### src/rtl/mem_stage_hs.sv
// mem_stage_hs -- MEM pipeline stage between EXE and WB.
//
// Drives a request/grant/response data-memory port, builds byte strobes and
// lane-aligned store data, extracts and extends load data, flags misaligned
// or unsupported accesses, stalls upstream while an access is outstanding and
// registers the result into the MEM/WB pipeline register.
//
// Ports
//   clk, rst            clock; synchronous active-low reset
//   ex_*                EXE/MEM register contents (valid, controls, data)
//   mem_stall           hold EXE/MEM and earlier stages (combinational)
//   fwd_rd_data         forwarding value: PC+4 or ALU result (combinational)
//   dm_req/we/addr/     data-memory request, driven only from state and the
//   dm_wstrb/wdata      captured request registers
//   dm_gnt              request accepted this cycle
//   dm_rvalid/rdata     read response (sampled only in WAIT)
//   wb_*                MEM/WB pipeline register outputs
module mem_stage_hs #(
    parameter int XLEN = 32,
    parameter int AW   = 32
) (
    input  logic                 clk,
    input  logic                 rst,
    input  logic                 ex_valid,
    input  logic                 ex_mem_read,
    input  logic                 ex_mem_write,
    input  logic                 ex_mem_to_reg,
    input  logic                 ex_reg_write,
    input  logic                 ex_rd_src,
    input  logic [XLEN-1:0]      ex_alu_out,
    input  logic [XLEN-1:0]      ex_pc_to_reg,
    input  logic [XLEN-1:0]      ex_rs2_data,
    input  logic [4:0]           ex_rd_addr,
    input  logic [2:0]           ex_funct3,
    output logic                 mem_stall,
    output logic [XLEN-1:0]      fwd_rd_data,
    output logic                 dm_req,
    output logic                 dm_we,
    output logic [AW-1:0]        dm_addr,
    output logic [XLEN/8-1:0]    dm_wstrb,
    output logic [XLEN-1:0]      dm_wdata,
    input  logic                 dm_gnt,
    input  logic                 dm_rvalid,
    input  logic [XLEN-1:0]      dm_rdata,
    output logic                 wb_valid,
    output logic                 wb_reg_write,
    output logic                 wb_mem_to_reg,
    output logic [4:0]           wb_rd_addr,
    output logic [XLEN-1:0]      wb_rd_data,
    output logic [XLEN-1:0]      wb_dout,
    output logic                 wb_fault
);
    localparam int NB = XLEN / 8;
    localparam int OW = $clog2(NB);

    typedef enum logic [1:0] {S_IDLE, S_REQ, S_WAIT} state_t;

    // Access size in bytes from funct3[1:0]: 1, 2, 4, 8.
    function automatic logic [3:0] size_bytes(input logic [1:0] sz);
        return 4'd1 << sz;
    endfunction

    // Mask covering the low sb bytes; a shift of XLEN bits yields all ones.
    function automatic logic [XLEN-1:0] byte_mask(input logic [3:0] sb);
        return ~({XLEN{1'b1}} << {sb, 3'b000});
    endfunction

    // ---------------- registers ----------------
    state_t             state_q;
    logic               we_q;
    logic [AW-1:0]      addr_q;
    logic [NB-1:0]      wstrb_q;
    logic [XLEN-1:0]    wdata_q;
    logic [2:0]         f3_q;
    logic [OW-1:0]      off_q;
    logic [4:0]         rd_addr_q;
    logic               reg_write_q;
    logic               mem_to_reg_q;
    logic [XLEN-1:0]    rd_data_q;

    logic               wb_valid_q;
    logic               wb_reg_write_q;
    logic               wb_mem_to_reg_q;
    logic [4:0]         wb_rd_addr_q;
    logic [XLEN-1:0]    wb_rd_data_q;
    logic [XLEN-1:0]    wb_dout_q;
    logic               wb_fault_q;

    // ---------------- EXE-side decode ----------------
    logic [OW-1:0]      ex_off;
    logic [3:0]         ex_sb;
    logic               is_mem;
    logic               code_ok;
    logic               misal;
    logic               fault;
    logic               start;
    logic [NB-1:0]      ex_strb;
    logic [XLEN-1:0]    ex_wdata;
    logic [AW-1:0]      ex_addr;

    assign fwd_rd_data = ex_rd_src ? ex_pc_to_reg : ex_alu_out;

    always_comb begin
        ex_off  = ex_alu_out[OW-1:0];
        ex_sb   = size_bytes(ex_funct3[1:0]);
        is_mem  = ex_mem_read | ex_mem_write;
        misal   = (4'(ex_off) & (ex_sb - 4'd1)) != 4'd0;
        code_ok = 1'b0;
        if (ex_mem_read) begin
            case (ex_funct3)
                3'b000, 3'b001, 3'b010, 3'b100, 3'b101: code_ok = 1'b1;
                3'b011, 3'b110:                         code_ok = (XLEN == 64);
                default:                                code_ok = 1'b0;
            endcase
        end else begin
            // Stores care only about the size field.
            code_ok = (ex_funct3[1:0] != 2'b11) || (XLEN == 64);
        end
        fault    = ex_valid & is_mem & (~code_ok | misal);
        start    = ex_valid & is_mem & ~fault;
        ex_strb  = ex_mem_write ? ((~({NB{1'b1}} << ex_sb)) << ex_off) : '0;
        ex_wdata = (ex_rs2_data & byte_mask(ex_sb)) << {ex_off, 3'b000};
        ex_addr  = AW'(ex_alu_out);
        ex_addr[OW-1:0] = '0;
    end

    // ---------------- load extraction ----------------
    logic [XLEN-1:0] ld_sh, ld_mask, ld_top, ld_ext;
    logic            ld_neg;

    always_comb begin
        ld_sh   = dm_rdata >> {off_q, 3'b000};
        ld_mask = byte_mask(size_bytes(f3_q[1:0]));
        ld_top  = ld_mask & ~(ld_mask >> 1);        // sign-bit position
        ld_neg  = ~f3_q[2] & (|(ld_sh & ld_top));
        ld_ext  = (ld_sh & ld_mask) | (ld_neg ? ~ld_mask : '0);
    end

    // ---------------- stall ----------------
    always_comb begin
        case (state_q)
            S_IDLE:  mem_stall = start;
            S_REQ:   mem_stall = ~(dm_gnt & we_q);
            S_WAIT:  mem_stall = ~dm_rvalid;
            default: mem_stall = 1'b0;
        endcase
    end

    // ---------------- FSM + MEM/WB register ----------------
    always_ff @(posedge clk) begin
        if (!rst) begin
            state_q         <= S_IDLE;
            we_q            <= 1'b0;
            addr_q          <= '0;
            wstrb_q         <= '0;
            wdata_q         <= '0;
            f3_q            <= '0;
            off_q           <= '0;
            rd_addr_q       <= '0;
            reg_write_q     <= 1'b0;
            mem_to_reg_q    <= 1'b0;
            rd_data_q       <= '0;
            wb_valid_q      <= 1'b0;
            wb_reg_write_q  <= 1'b0;
            wb_mem_to_reg_q <= 1'b0;
            wb_rd_addr_q    <= '0;
            wb_rd_data_q    <= '0;
            wb_dout_q       <= '0;
            wb_fault_q      <= 1'b0;
        end else begin
            // Bubble unless overridden by a pass-through or a completion.
            wb_valid_q      <= 1'b0;
            wb_reg_write_q  <= 1'b0;
            wb_mem_to_reg_q <= 1'b0;
            wb_rd_addr_q    <= '0;
            wb_rd_data_q    <= '0;
            wb_dout_q       <= '0;
            wb_fault_q      <= 1'b0;
            case (state_q)
                S_IDLE: begin
                    if (start) begin
                        we_q         <= ex_mem_write;
                        addr_q       <= ex_addr;
                        wstrb_q      <= ex_strb;
                        wdata_q      <= ex_wdata;
                        f3_q         <= ex_funct3;
                        off_q        <= ex_off;
                        rd_addr_q    <= ex_rd_addr;
                        reg_write_q  <= ex_reg_write;
                        mem_to_reg_q <= ex_mem_to_reg;
                        rd_data_q    <= fwd_rd_data;
                        state_q      <= S_REQ;
                    end else begin
                        wb_valid_q      <= ex_valid;
                        wb_reg_write_q  <= ex_valid & ex_reg_write & ~fault;
                        wb_mem_to_reg_q <= ex_mem_to_reg;
                        wb_rd_addr_q    <= ex_rd_addr;
                        wb_rd_data_q    <= fwd_rd_data;
                        wb_fault_q      <= fault;
                    end
                end
                S_REQ: begin
                    if (dm_gnt) begin
                        if (we_q) begin
                            wb_valid_q      <= 1'b1;
                            wb_reg_write_q  <= reg_write_q;
                            wb_mem_to_reg_q <= mem_to_reg_q;
                            wb_rd_addr_q    <= rd_addr_q;
                            wb_rd_data_q    <= rd_data_q;
                            state_q         <= S_IDLE;
                        end else begin
                            state_q <= S_WAIT;
                        end
                    end
                end
                S_WAIT: begin
                    if (dm_rvalid) begin
                        wb_valid_q      <= 1'b1;
                        wb_reg_write_q  <= reg_write_q;
                        wb_mem_to_reg_q <= mem_to_reg_q;
                        wb_rd_addr_q    <= rd_addr_q;
                        wb_rd_data_q    <= rd_data_q;
                        wb_dout_q       <= ld_ext;
                        state_q         <= S_IDLE;
                    end
                end
                default: state_q <= S_IDLE;
            endcase
        end
    end

    assign dm_req   = (state_q == S_REQ);
    assign dm_we    = we_q;
    assign dm_addr  = addr_q;
    assign dm_wstrb = wstrb_q;
    assign dm_wdata = wdata_q;

    assign wb_valid      = wb_valid_q;
    assign wb_reg_write  = wb_reg_write_q;
    assign wb_mem_to_reg = wb_mem_to_reg_q;
    assign wb_rd_addr    = wb_rd_addr_q;
    assign wb_rd_data    = wb_rd_data_q;
    assign wb_dout       = wb_dout_q;
    assign wb_fault      = wb_fault_q;
endmodule

### config.mk
export PLATFORM = sky130hd
export DESIGN_NAME = mem_stage_hs
export DESIGN_NICKNAME = d
export VERILOG_FILES = /design/src/rtl/mem_stage_hs.sv
export SDC_FILE = /design/constraint.sdc
export NUM_CORES = 1
export LEC_CHECK = 0
export CAP_MARGIN = 25
export CORE_AREA = 5 5 193 102
export DETAILED_ROUTE_END_ITERATION = 7
export DIE_AREA = 0 0 198 107
export HOLD_SLACK_MARGIN = 0.06
export MAX_ROUTING_LAYER = met4
export PLACE_DENSITY = 0.94
export SLEW_MARGIN = 20
export SYNTH_ARGS = -nofsm -noshare
export SYNTH_HDL_FRONTEND = slang
export SYNTH_SLANG_ARGS = --single-unit
### constraint.sdc
create_clock -name clk -period 2.55 [get_ports clk]
set_input_delay 0.255 -clock clk [delete_from_list [all_inputs] [get_ports clk]]
set_output_delay 0.255 -clock clk [all_outputs]
set_load 0.01 [all_outputs]
==> results.md <==
Outcome:
- The flow ran to the end, and the final reports show no timing, DRC or antenna violations.

Die:
- In this run the standard cell core region covers 17870 sq um.
- The floorplan step set the die width to 198 um.
- The die extent in y is 107 um.
- 322 I/O pins were placed.
- Once the floorplan was initialized, standard cells occupied 45.68% of the core.
- The floorplan step defined a die boundary enclosing 21190 sq um.
- The floorplan has 35 rows.

Clock tree:
- Post-CTS timing repair inserted 0 buffers for setup.
- The clock tree from TritonCTS is yes.
- After clock tree synthesis, the flow added hold-fix buffers numbering 0.
- The maximum buffer depth of the clock tree is 2.
- In this run the number of H-tree levels came out at 4.
- Counting every sink on the clock net gives 186.
- Clock tree synthesis inserted a total of 17 buffers.
- Clock-pin slew was measured on the worst setup and hold paths at 70 ps.
- The tree is rooted in a sky130_fd_sc_hd__clkbuf_16.
- After clock tree synthesis, the repair step resized 0 gates.
- The clock latency reported for the late side of the worst-skew pair is 420 ps.

Critical path:
- The register-to-register setup slack is 550 ps.
- The worst setup path is launched from an input port.
- For the worst setup path, the data arrival time is 2140 ps.
- The delay contributed by the slowest stage of the critical path is 560 ps.
- The worst reg2reg path depth is 4.
- The worst setup path is of the input port to primary output kind.
- Grouping stages by cell kind, the critical path spends the most delay in buffers and inverters.
- The most critical setup path has its startpoint at ex_funct3[0].
- The most critical setup path has its endpoint at mem_stall.
- The critical path's slowest cell is sky130_fd_sc_hd__clkdlybuf4s50_1.
- At the worst endpoint, the required time is 2300 ps.
- The worst register-to-register path begins at state_q[0]$_SDFFE_PN0P_.
- Along the worst path, the maximum fanout reaches 11.
- Counting both buffers and inverters, the worst setup path holds a total of 3.
- The number of gates on the worst path with buffers counted is 7.
- Walking the worst path, the cells encountered are clkdlybuf4s50_1, a21oi_2, nor2b_1, buf_4, o21ai_4, nand2_1, clkdlybuf4s50_1.
- The most common cell type on the critical path is sky130_fd_sc_hd__clkdlybuf4s50_1.
- The end of the worst register-to-register path is dm_addr[2]$_SDFFE_PN0P_.
- The worst setup path is captured at a primary output.

Power and ir drop:
- The analysis attributes to net switching a power of 1.857 mW.
- Net switching is 25.55% of the power.
- Power spread over the standard cell area amounts to 594.3 nW/um^2.
- The total leakage power is 4.650 nW.
- The worst IR drop on VDD is 434.6 uV.
- The share of total power dissipated in combinational logic is 18.0%.
- The proportion of power drawn by the clock network is 39.3%.
- The total internal power is 5.411 mW.
- Sequential cells burn 42.7% of the power.
- Total power for the finished layout comes to 7.269 mW.

Route:
- In the final routed layout, each cell accounts on average for 20.59 um.
- The DRC violation total after the first TritonRoute iteration is 582.
- The via count normalized by instance count is 5.501.
- The via total after detailed routing is 7696.
- In the routed design, unresolved DRC markers number 0.
- Wires add up to 28.81 mm.
- The iteration count of the initial detailed-routing pass is 5.
- After detailed routing, the met3 layer carries 2.425 mm of wire.
- After detailed routing, the met2 layer carries 13.02 mm of wire.
- For this block, wires on met1 add up to 13.01 mm.
- The detailed router used layers up to and including met4.
- The count of nets left with antenna violations once routing finished came out at 0.

Synth:
- The synthesized design spends more area on one cell type than any other, namely sky130_fd_sc_hd__dfxtp_1.
- After synthesis, the cell types taking the most area are sky130_fd_sc_hd__dfxtp_1 (46%), sky130_fd_sc_hd__mux2i_1 (14%), sky130_fd_sc_hd__nand2_1 (9.9%).
- Synthesis inferred 186 register bits.
- The most common cell in the synthesized netlist is sky130_fd_sc_hd__nand2_1.
- In the synthesized netlist the dominant register cell turns out to be sky130_fd_sc_hd__dfxtp_1.
- The synthesized netlist contains 49 unique library cells.
- The top cell type's share of synthesized area is 45.62%.
- The cell area that synthesis handed to floorplanning was 8162 sq um.
- For this run, the number of Yosys warnings is 0.
- Ranked by instance count, the synthesized netlist is headed by sky130_fd_sc_hd__nand2_1 (216), sky130_fd_sc_hd__dfxtp_1 (186), sky130_fd_sc_hd__mux2i_1 (113), sky130_fd_sc_hd__a32o_1 (46), sky130_fd_sc_hd__mux2_2 (39).
- The post-synthesis sequential area ratio is 45.62%.
- The count of flip-flops with a built-in enable after synthesis is 0.
- Counting every instance in the synthesized netlist gives 857.
- The mean post-synth cell area is 9.523 sq um.
- For this run, asynchronously set or reset flops after synthesis account for 0%.

STA:
- For the finished layout, the period the worst path requires is 2396 ps.
- The total negative slack for setup checks is 0 ps.
- The worst path meets setup with 153.7 ps of slack.
- The max-slew violation count came to 0.
- Based on the critical path, the design can be clocked at up to 0.4173 GHz.
- The worst clock skew is 7.882 ps.
- At the pin with the least slew margin, the transition time is 813.0 ps.
- The worst pin sits at a relative slew slack of 45.60%.
- Setup repair after global routing left no endpoint under its margin.
- The number of setup violations in the final report is 0.
- The part of the cycle the worst path needs is 93.97%.
- The number of endpoints with negative hold slack in the final report is 0.

Place:
- Prior to clock tree synthesis, the placed netlist has a worst setup slack of 177.8 ps.
- The global placer's final weighted congestion is 0.9774.
- The detailed-placement wirelength estimate is 21.65 mm.
- The number of I/O port buffers is 319.

Cells and area:
- The layout has 1361 filler cells.
- The share of cells above drive strength 1 is 9.326%.
- At the end of the flow the core is filled with cells to 68.46%.
- From synthesis to final layout, the design area changed by 49.87%.
- The final layout contains 1293 nets.

Run:
- The max capacitance violation total is 0.

Global routing:
- Entering global routing, the biggest net connects 66 pins.
- The initial antenna violation count was 1.
- The via count of the first global-routing pass is 7727.
- After global routing the overflow that remains totals 0.
- The global-route total usage across every layer is 26.95%.
- The first global-routing pass estimated 43.80 mm of wire.

Hold path:
- The type of the most critical hold path is input port to flip-flop.
[worst reg2reg max path: cells and delay by family, from the launching register on]
kind | cells | cell delay, ps
simple gates | 1 | 490
compound gates | 1 | 490
flops | 1 | 400
buf+inv | 1 | 290
mux | 1 | 260
[cell type report]
class                   instances  area (sq um)  area share, %
repair buffers                347          3487          28.51
multi-input cells             593          4081          33.37
clock buffers                  18         439.2          3.590
clock inverters                12         190.2          1.555
diodes                          1         2.502        0.02046
inverters                       2         7.507        0.06137
flip-flops and latches        186          3724          30.44
well taps                     240         300.3          2.455
[worst min-delay path by stage]
stage / start / slack [ps] / cells past startpoint / to
after floorplan: dm_rdata[24] / 370 / 1 / wb_dout[24]$_SDFF_PN0_
after global placement: dm_addr[9]$_SDFFE_PN0P_ / 440 / 2 / dm_addr[9]$_SDFFE_PN0P_
after detailed placement: rd_data_q[3]$_SDFFE_PN0P_ / 450 / 2 / rd_data_q[3]$_SDFFE_PN0P_
after CTS: rst / 160 / 2 / state_q[0]$_SDFFE_PN0P_
after global routing: rst / 170 / 2 / state_q[0]$_SDFFE_PN0P_
final: rst / 190 / 2 / state_q[0]$_SDFFE_PN0P_
[metal layers]
metal | GRT usage [%] | up-vias
met5 | - | -
met4 | 5.255 | 0
met3 | 8.289 | 29
met2 | 40.86 | 317
met1 | 35.93 | 3743
li1 | - | 3607
[power groups by stage]
| stage | Sequential (mW) | Combinational [mW] | Clock, mW |
|---|---|---|---|
| final | 3.10 | 1.31 | 2.86 |
| after global routing | 3.12 | 1.39 | 3.02 |
| after CTS | 3.10 | 1.30 | 2.90 |
| after detailed placement | 3.16 | 1.29 | 0 |
| after global placement | 3.16 | 1.26 | 0 |
| after floorplan | 3.20 | 0.551 | 0 |
[stage by stage]
step | instances | hold slack, ps | area (sq um)
floorplan | 858 | 365.4 | 8165
global placement | 1367 | 440.5 | 11570
detailed placement | 1368 | 447.3 | 11600
CTS | 1398 | 163.8 | 12230
global route | 1399 | 174.6 | 12230
finish | 1399 | 187.3 | 12230
[logic make-up (layout without fill, tap and decap cells)]
| family | after synthesis | count (layout) | synth area share, % |
|---|---|---|---|
| and+or+nand+nor | 281 | 281 | 14.29 |
| DFF | 186 | 186 | 45.62 |
| muxes | 162 | 162 | 20.76 |
| AOI/OAI and AO/OA | 147 | 147 | 14.29 |
| buffers and inverters | 79 | 379 | 4.891 |
| other | 1 | 3 | 0.04595 |
| xor gates and xnor gates | 1 | 1 | 0.1073 |
[placed cells by master (no fill, tap or decap), types with 2 or more instances in the layout]
cell                              instances
sky130_fd_sc_hd__mux2i_1                113
sky130_fd_sc_hd__mux2_1                   9
sky130_fd_sc_hd__a211oi_1                15
sky130_fd_sc_hd__nand3_1                  3
sky130_fd_sc_hd__buf_4                   22
sky130_fd_sc_hd__o21ai_4                  2
sky130_fd_sc_hd__a21o_1                   9
sky130_fd_sc_hd__mux2_2                  39
sky130_fd_sc_hd__o22ai_1                  2
sky130_fd_sc_hd__nor2b_1                 14
sky130_fd_sc_hd__buf_12                   5
sky130_fd_sc_hd__clkinv_4                 2
sky130_fd_sc_hd__or3_1                    9
sky130_fd_sc_hd__o21ai_0                 22
sky130_fd_sc_hd__o221ai_1                 8
sky130_fd_sc_hd__nand2b_1                 3
sky130_fd_sc_hd__nor2_1                  25
sky130_fd_sc_hd__dfxtp_1                186
sky130_fd_sc_hd__clkbuf_16               17
sky130_fd_sc_hd__bufinv_16                4
sky130_fd_sc_hd__a22oi_1                  8
sky130_fd_sc_hd__nor3b_2                  2
sky130_fd_sc_hd__nor3b_1                  2
sky130_fd_sc_hd__a32o_1                  46
sky130_fd_sc_hd__a221oi_1                 8
sky130_fd_sc_hd__clkdlybuf4s50_1        318
sky130_fd_sc_hd__inv_8                    2
sky130_fd_sc_hd__conb_1                   2
sky130_fd_sc_hd__inv_1                    2
sky130_fd_sc_hd__o21a_1                   3
sky130_fd_sc_hd__nand3b_1                 2
sky130_fd_sc_hd__nand2_1                216
sky130_fd_sc_hd__o21ai_1                 12
sky130_fd_sc_hd__inv_6                    2
Note: power is estimated with default switching activity, not from simulation.
